$ cat src/rtl/controle_de_coordenadas.sv
// Debounced push-button cursor over the LED matrix with a framed shot pulse.
// Define BLOQUEIO_REPETIDO_EN to refuse shots on cells already lit in matriz0..4.
module controle_de_coordenadas #(
  parameter int DEBOUNCE_CICLOS = 16,
  parameter int NUM_COLUNAS     = 5,
  parameter int NUM_LINHAS      = 7
) (
  input  logic       clock,
  input  logic       reset,
  input  logic       enable,
  input  logic       btn_cima,
  input  logic       btn_baixo,
  input  logic       btn_esq,
  input  logic       btn_dir,
  input  logic       btn_confirmar,
  input  logic [6:0] matriz0,
  input  logic [6:0] matriz1,
  input  logic [6:0] matriz2,
  input  logic [6:0] matriz3,
  input  logic [6:0] matriz4,
  output logic [2:0] coordColuna,
  output logic [2:0] coordLinha,
  output logic       confirmar,
  output logic       rejeitado,
  output logic       ocupado
);

  localparam int CW = (DEBOUNCE_CICLOS > 1) ? $clog2(DEBOUNCE_CICLOS) : 1;
  localparam logic [2:0] COL_MAX = 3'(NUM_COLUNAS - 1);
  localparam logic [2:0] LIN_MAX = 3'(NUM_LINHAS - 1);

  typedef enum logic [1:0] {OCIOSO, PREP, PULSO, FIM} estado_t;

  estado_t    r_estado, w_estado_next;
  logic [2:0] r_col, r_lin, w_col_next, w_lin_next;
  logic       r_confirmar, r_rejeitado, r_ocupado;
  logic       w_rejeita, w_celula_acesa;
  logic [4:0] w_btn, w_evento;

  // bit order: 0 cima, 1 baixo, 2 esq, 3 dir, 4 confirmar
  assign w_btn = {btn_confirmar, btn_dir, btn_esq, btn_baixo, btn_cima};

  genvar gi;
  generate
    for (gi = 0; gi < 5; gi++) begin : g_debounce
      logic          r_sync0, r_sync1, r_estavel, r_ev;
      logic [CW-1:0] r_cont;

      always_ff @(posedge clock) begin
        if (reset) begin
          r_sync0   <= 1'b0;
          r_sync1   <= 1'b0;
          r_estavel <= 1'b0;
          r_cont    <= '0;
          r_ev      <= 1'b0;
        end else begin
          r_sync0 <= w_btn[gi];
          r_sync1 <= r_sync0;
          r_ev    <= 1'b0;
          if (r_sync1 == r_estavel) begin
            r_cont <= '0;
          end else if (r_cont == CW'(DEBOUNCE_CICLOS - 1)) begin
            r_estavel <= r_sync1;
            r_cont    <= '0;
            r_ev      <= r_sync1;
          end else begin
            r_cont <= r_cont + CW'(1);
          end
        end
      end

      assign w_evento[gi] = r_ev;
    end
  endgenerate

`ifdef BLOQUEIO_REPETIDO_EN
  logic [6:0] w_matriz [0:4];
  assign w_matriz[0] = matriz0;
  assign w_matriz[1] = matriz1;
  assign w_matriz[2] = matriz2;
  assign w_matriz[3] = matriz3;
  assign w_matriz[4] = matriz4;
  assign w_celula_acesa = w_matriz[r_col][r_lin];
`else
  logic w_unused_matriz;
  assign w_unused_matriz = ^{matriz0, matriz1, matriz2, matriz3, matriz4};
  assign w_celula_acesa  = 1'b0;
`endif

  always_comb begin
    w_estado_next = r_estado;
    w_col_next    = r_col;
    w_lin_next    = r_lin;
    w_rejeita     = 1'b0;
    if (!enable) begin
      w_estado_next = OCIOSO;
      w_col_next    = '0;
      w_lin_next    = '0;
    end else begin
      case (r_estado)
        OCIOSO: begin
          // a confirm swallows any move arriving in the same cycle
          if (w_evento[4]) begin
            if (w_celula_acesa) w_rejeita = 1'b1;
            else                w_estado_next = PREP;
          end else begin
            if (w_evento[0] && !w_evento[1])
              w_lin_next = (r_lin == 3'd0) ? LIN_MAX : r_lin - 3'd1;
            else if (w_evento[1] && !w_evento[0])
              w_lin_next = (r_lin == LIN_MAX) ? 3'd0 : r_lin + 3'd1;
            if (w_evento[2] && !w_evento[3])
              w_col_next = (r_col == 3'd0) ? COL_MAX : r_col - 3'd1;
            else if (w_evento[3] && !w_evento[2])
              w_col_next = (r_col == COL_MAX) ? 3'd0 : r_col + 3'd1;
          end
        end
        PREP:    w_estado_next = PULSO;
        PULSO:   w_estado_next = FIM;
        FIM:     w_estado_next = OCIOSO;
        default: w_estado_next = OCIOSO;
      endcase
    end
  end

  always_ff @(posedge clock) begin
    if (reset) begin
      r_estado    <= OCIOSO;
      r_col       <= '0;
      r_lin       <= '0;
      r_confirmar <= 1'b0;
      r_rejeitado <= 1'b0;
      r_ocupado   <= 1'b0;
    end else begin
      r_estado    <= w_estado_next;
      r_col       <= w_col_next;
      r_lin       <= w_lin_next;
      r_confirmar <= (w_estado_next == PULSO);
      r_rejeitado <= w_rejeita;
      r_ocupado   <= (w_estado_next != OCIOSO);
    end
  end

  assign coordColuna = r_col;
  assign coordLinha  = r_lin;
  assign confirmar   = r_confirmar;
  assign rejeitado   = r_rejeitado;
  assign ocupado     = r_ocupado;

endmodule

$ cat config.mk
export PLATFORM = sky130hd
export DESIGN_NAME = controle_de_coordenadas
export DESIGN_NICKNAME = d
export VERILOG_FILES = /design/src/rtl/controle_de_coordenadas.sv
export SDC_FILE = /design/constraint.sdc
export NUM_CORES = 1
export LEC_CHECK = 0
export BUFFER_PORTS_ARGS = -buffer_cell sky130_fd_sc_hd__buf_2
export CAP_MARGIN = 15
export CORE_AREA = 2 2 49 97
export CTS_CLUSTER_SIZE = 12
export DETAILED_ROUTE_END_ITERATION = 8
export DIE_AREA = 0 0 51 99
export HOLD_SLACK_MARGIN = 0.02
export PLACE_DENSITY = 0.76
export SLEW_MARGIN = 15
export SYNTH_ARGS = -nofsm -noshare
export SYNTH_HDL_FRONTEND = slang
export SYNTH_SLANG_ARGS = --single-unit
$ cat constraint.sdc
create_clock -name clock -period 2.2 [get_ports clock]
set_clock_uncertainty 0.1 [all_clocks]
set_input_delay 0.22 -clock clock [delete_from_list [all_inputs] [get_ports clock]]
set_output_delay 0.22 -clock clock [all_outputs]
set_load 0.02 [all_outputs]
==> results.md <==
- Largest stage delay, worst path: 0.42 ns
- Post-synth EDFFs: 0
- NumNets Final: 287
- Crit end category: flip-flop
- Area grow syn2layout: 10.4%
- Hold-fix buffers, CTS: 0
- Core region area: 4300 um^2
- Diode count: 0
- Post-CTS sizing: 0
- Fmax: 0.558 GHz
- Drt total wl: 3000 um
- Die Footprint: 5050 um^2
- Root Driver: clkbuf_8
- Maxcap violations: 0
- Crit path kind: flip-flop to flip-flop
- Port bufs: 15
- Yosys reg bits: 50
- Part of the cycle the worst path needs: 81.5%
- Number of global-route vias before repair: 1376
- Reg power frac: 61.6%
- Post-CTS Setup Repair Bufs: 0
- Filler cells: 414
- Final setup viols: 0
- Tmin final: 1.79 ns
- Async set-or-reset flop fraction in the synthesized netlist: 0%
- IO Count: 52
- Clk pwr share: 36.0%
- Final HPWL DP: 2250 um
- Internal Power: 1.18 mW
- Setup Total Neg Slack: 0 ns
- CTS H-Tree Depth: 2
- Startpoint types: flip-flop
- Layout cells sized above 1: 11.4%
- Commonest non-fill, non-tap cell in the layout: dfxtp_1
- Clock Latency Late Sink: 0.29 ns
- Switch share: 20.8%
- CTS buffer count: 5
- Clock Tree Buf Depth: 2
- Initial drt markers: 17
- First-pass GRT wire length: 5330 um
- Comb power frac: 2.4%
- Grt ovf: 0
- Commonest cells after routing, fill and taps aside: dfxtp_1 (50), nor2_1 (25), ha_1 (17), xor2_1 (16)
- Syn_area_per_cell: 10.0 um^2
- Netlist cell types: 34
- Hold_ws: 0.0315 ns
- P_sw: 0.311 mW
- Leakage: 1.03 nW
- Initial antenna violation count: 0
- Die Height: 99 um
- Register area share after synthesis: 47.7%
- Synthesized cell area: 2100 um^2
- CTS tree: done
- Row cnt: 34
- Chip width: 51 um
- Final slew viol count: 0
- Routed vias: 1434
- Gr usage total: 13.5%
- Critical-path maximum fanout: 5
- Initial Util: 48.8%
- Dominant synthesized flop cell: dfxtp_1
- RSZ-0062 raised after global routing: false
- CP required: 2.28 ns
- Post-detailed-route via-to-cell ratio: 5.09
- 1st-pass router iterations: 4
- CTS clock-pin slew for the worst setup and hold paths: 0.09 ns
- DR WL/cell: 10.6 um
- Final Wtd Congestion: 0.726
- Pwr Density: 646 nW/um^2
- Remaining antenna violation count: 0
- CTS Sinks: 50
- Arr. time, crit path: 1.87 ns
- Slowest CP cell: dfxtp_1
- Yosys warnings: 0
- Drt drc: 0
- VDD IR-drop max: 750 uV
- Status: complete, no violations
- Largest net degree at the start of global routing: 33
- Hold Path Class: primary input to flip-flop
- Final Hold Viols: 0
- Gate Count Post-Synth: 209
- CP Cell Sequence: inv_1 -> ha_1 -> or3_1 -> a311oi_1 -> o21ai_1
- Syn Nets: 269
final cells by class:
cell class | count | area [um^2] | share of cell area, %
flip-flops and latches | 50 | 1000 | 43.2
repair buffers | 15 | 75.1 | 3.24
multi-input cells | 140 | 1020 | 44.1
inverters | 15 | 56.3 | 2.43
clock inverters | 2 | 12.5 | 0.540
well taps | 54 | 67.6 | 2.92
clock buffers | 6 | 82.6 | 3.57
final timing paths:
kind,from,endpoint,slack [ns],depth (start not counted)
setup / recovery,coordLinha[0],coordLinha[2],0.41,5
hold / removal,btn_esq,g_debounce[2].r_sync0,0.03,2
setup reg to reg,coordLinha[0],coordLinha[2],0.41,5
hold reg to reg,g_debounce[0].r_sync0,g_debounce[0].r_sync1,0.34,1
worst max-delay path, delay by kind of cell, from the launching register on:
kind                       cells  cell delay, ns
AOI/OAI and AO/OA              2            0.44
DFF                            1            0.42
and+or+nand+nor                1            0.34
adders and majority gates      1            0.25
buffers and inverters          1            0.13
power groups by stage:
stage                     clock network, mW  logic, mW  registers, mW
after CTS                             0.563     0.0368          0.921
after detailed placement                  0     0.0365          0.943
after global routing                  0.597     0.0413          0.923
after global placement                    0     0.0361          0.942
final                                 0.539     0.0357          0.921
after floorplan                           0     0.0278          0.941
synthesized netlist by cell type, types with 2 or more instances:
cell       n  area share, %
ha_1      17             10
nand3b_1   6            2.1
xor2_1    16            6.7
nor2_1    25            4.5
or3b_1     2           0.84
o21ai_0    2           0.48
mux2i_1    7            3.3
nand3_1   11            2.6
and3b_1    5            2.1
clkbuf_1   3           0.54
nor4b_1    6            2.5
nor3b_1    3            1.1
a21oi_1    4           0.95
a211o_1    2           0.84
dfxtp_1   50             48
inv_1     15            2.7
nand2_1    7            1.3
nor2b_1   12            3.6
state kept, by name (all words and copies together) (netlist names):
signal	count
g_debounce.r_cont	20
g_debounce.r_estavel	5
g_debounce.r_ev	5
g_debounce.r_sync0	5
g_debounce.r_sync1	5
coordColuna	3
coordLinha	3
r_estado	2
confirmar	1
ocupado	1
metrics by stage:
stage	setup slack, ns	utilization [%]	instances	power (mW)	area [um^2]
floorplan	0.476	-	209	0.969	2100
global placement	0.448	51.7	274	0.978	2220
detailed placement	0.415	51.7	274	0.979	2220
CTS	0.390	53.9	282	1.52	2320
global route	0.368	53.9	282	1.56	2320
finish	0.408	53.9	282	1.50	2320
kinds of logic (layout without fill, tap and decap cells):
group	count (synthesis)	in the layout	synth area share [%]
AOI/OAI and AO/OA	16	16	5.43
xor gates and xnor gates	16	16	6.68
adders and majority gates	17	17	10.1
buffers and inverters	19	38	3.58
DFF	50	50	47.7
muxes	7	7	3.34
other	1	1	0.179
and+or+nand+nor	83	83	22.9
layer usage:
layer / vias up / track usage (%) / wire length, um
met5: - / 0 / 0
met4: 0 / 5.82 / 58
met3: 5 / 3.18 / 91
met2: 19 / 25.5 / 1640
met1: 676 / 13.1 / 1210
li1: 734 / - / -
No activity file was read; power rests on OpenSTA's default activity.
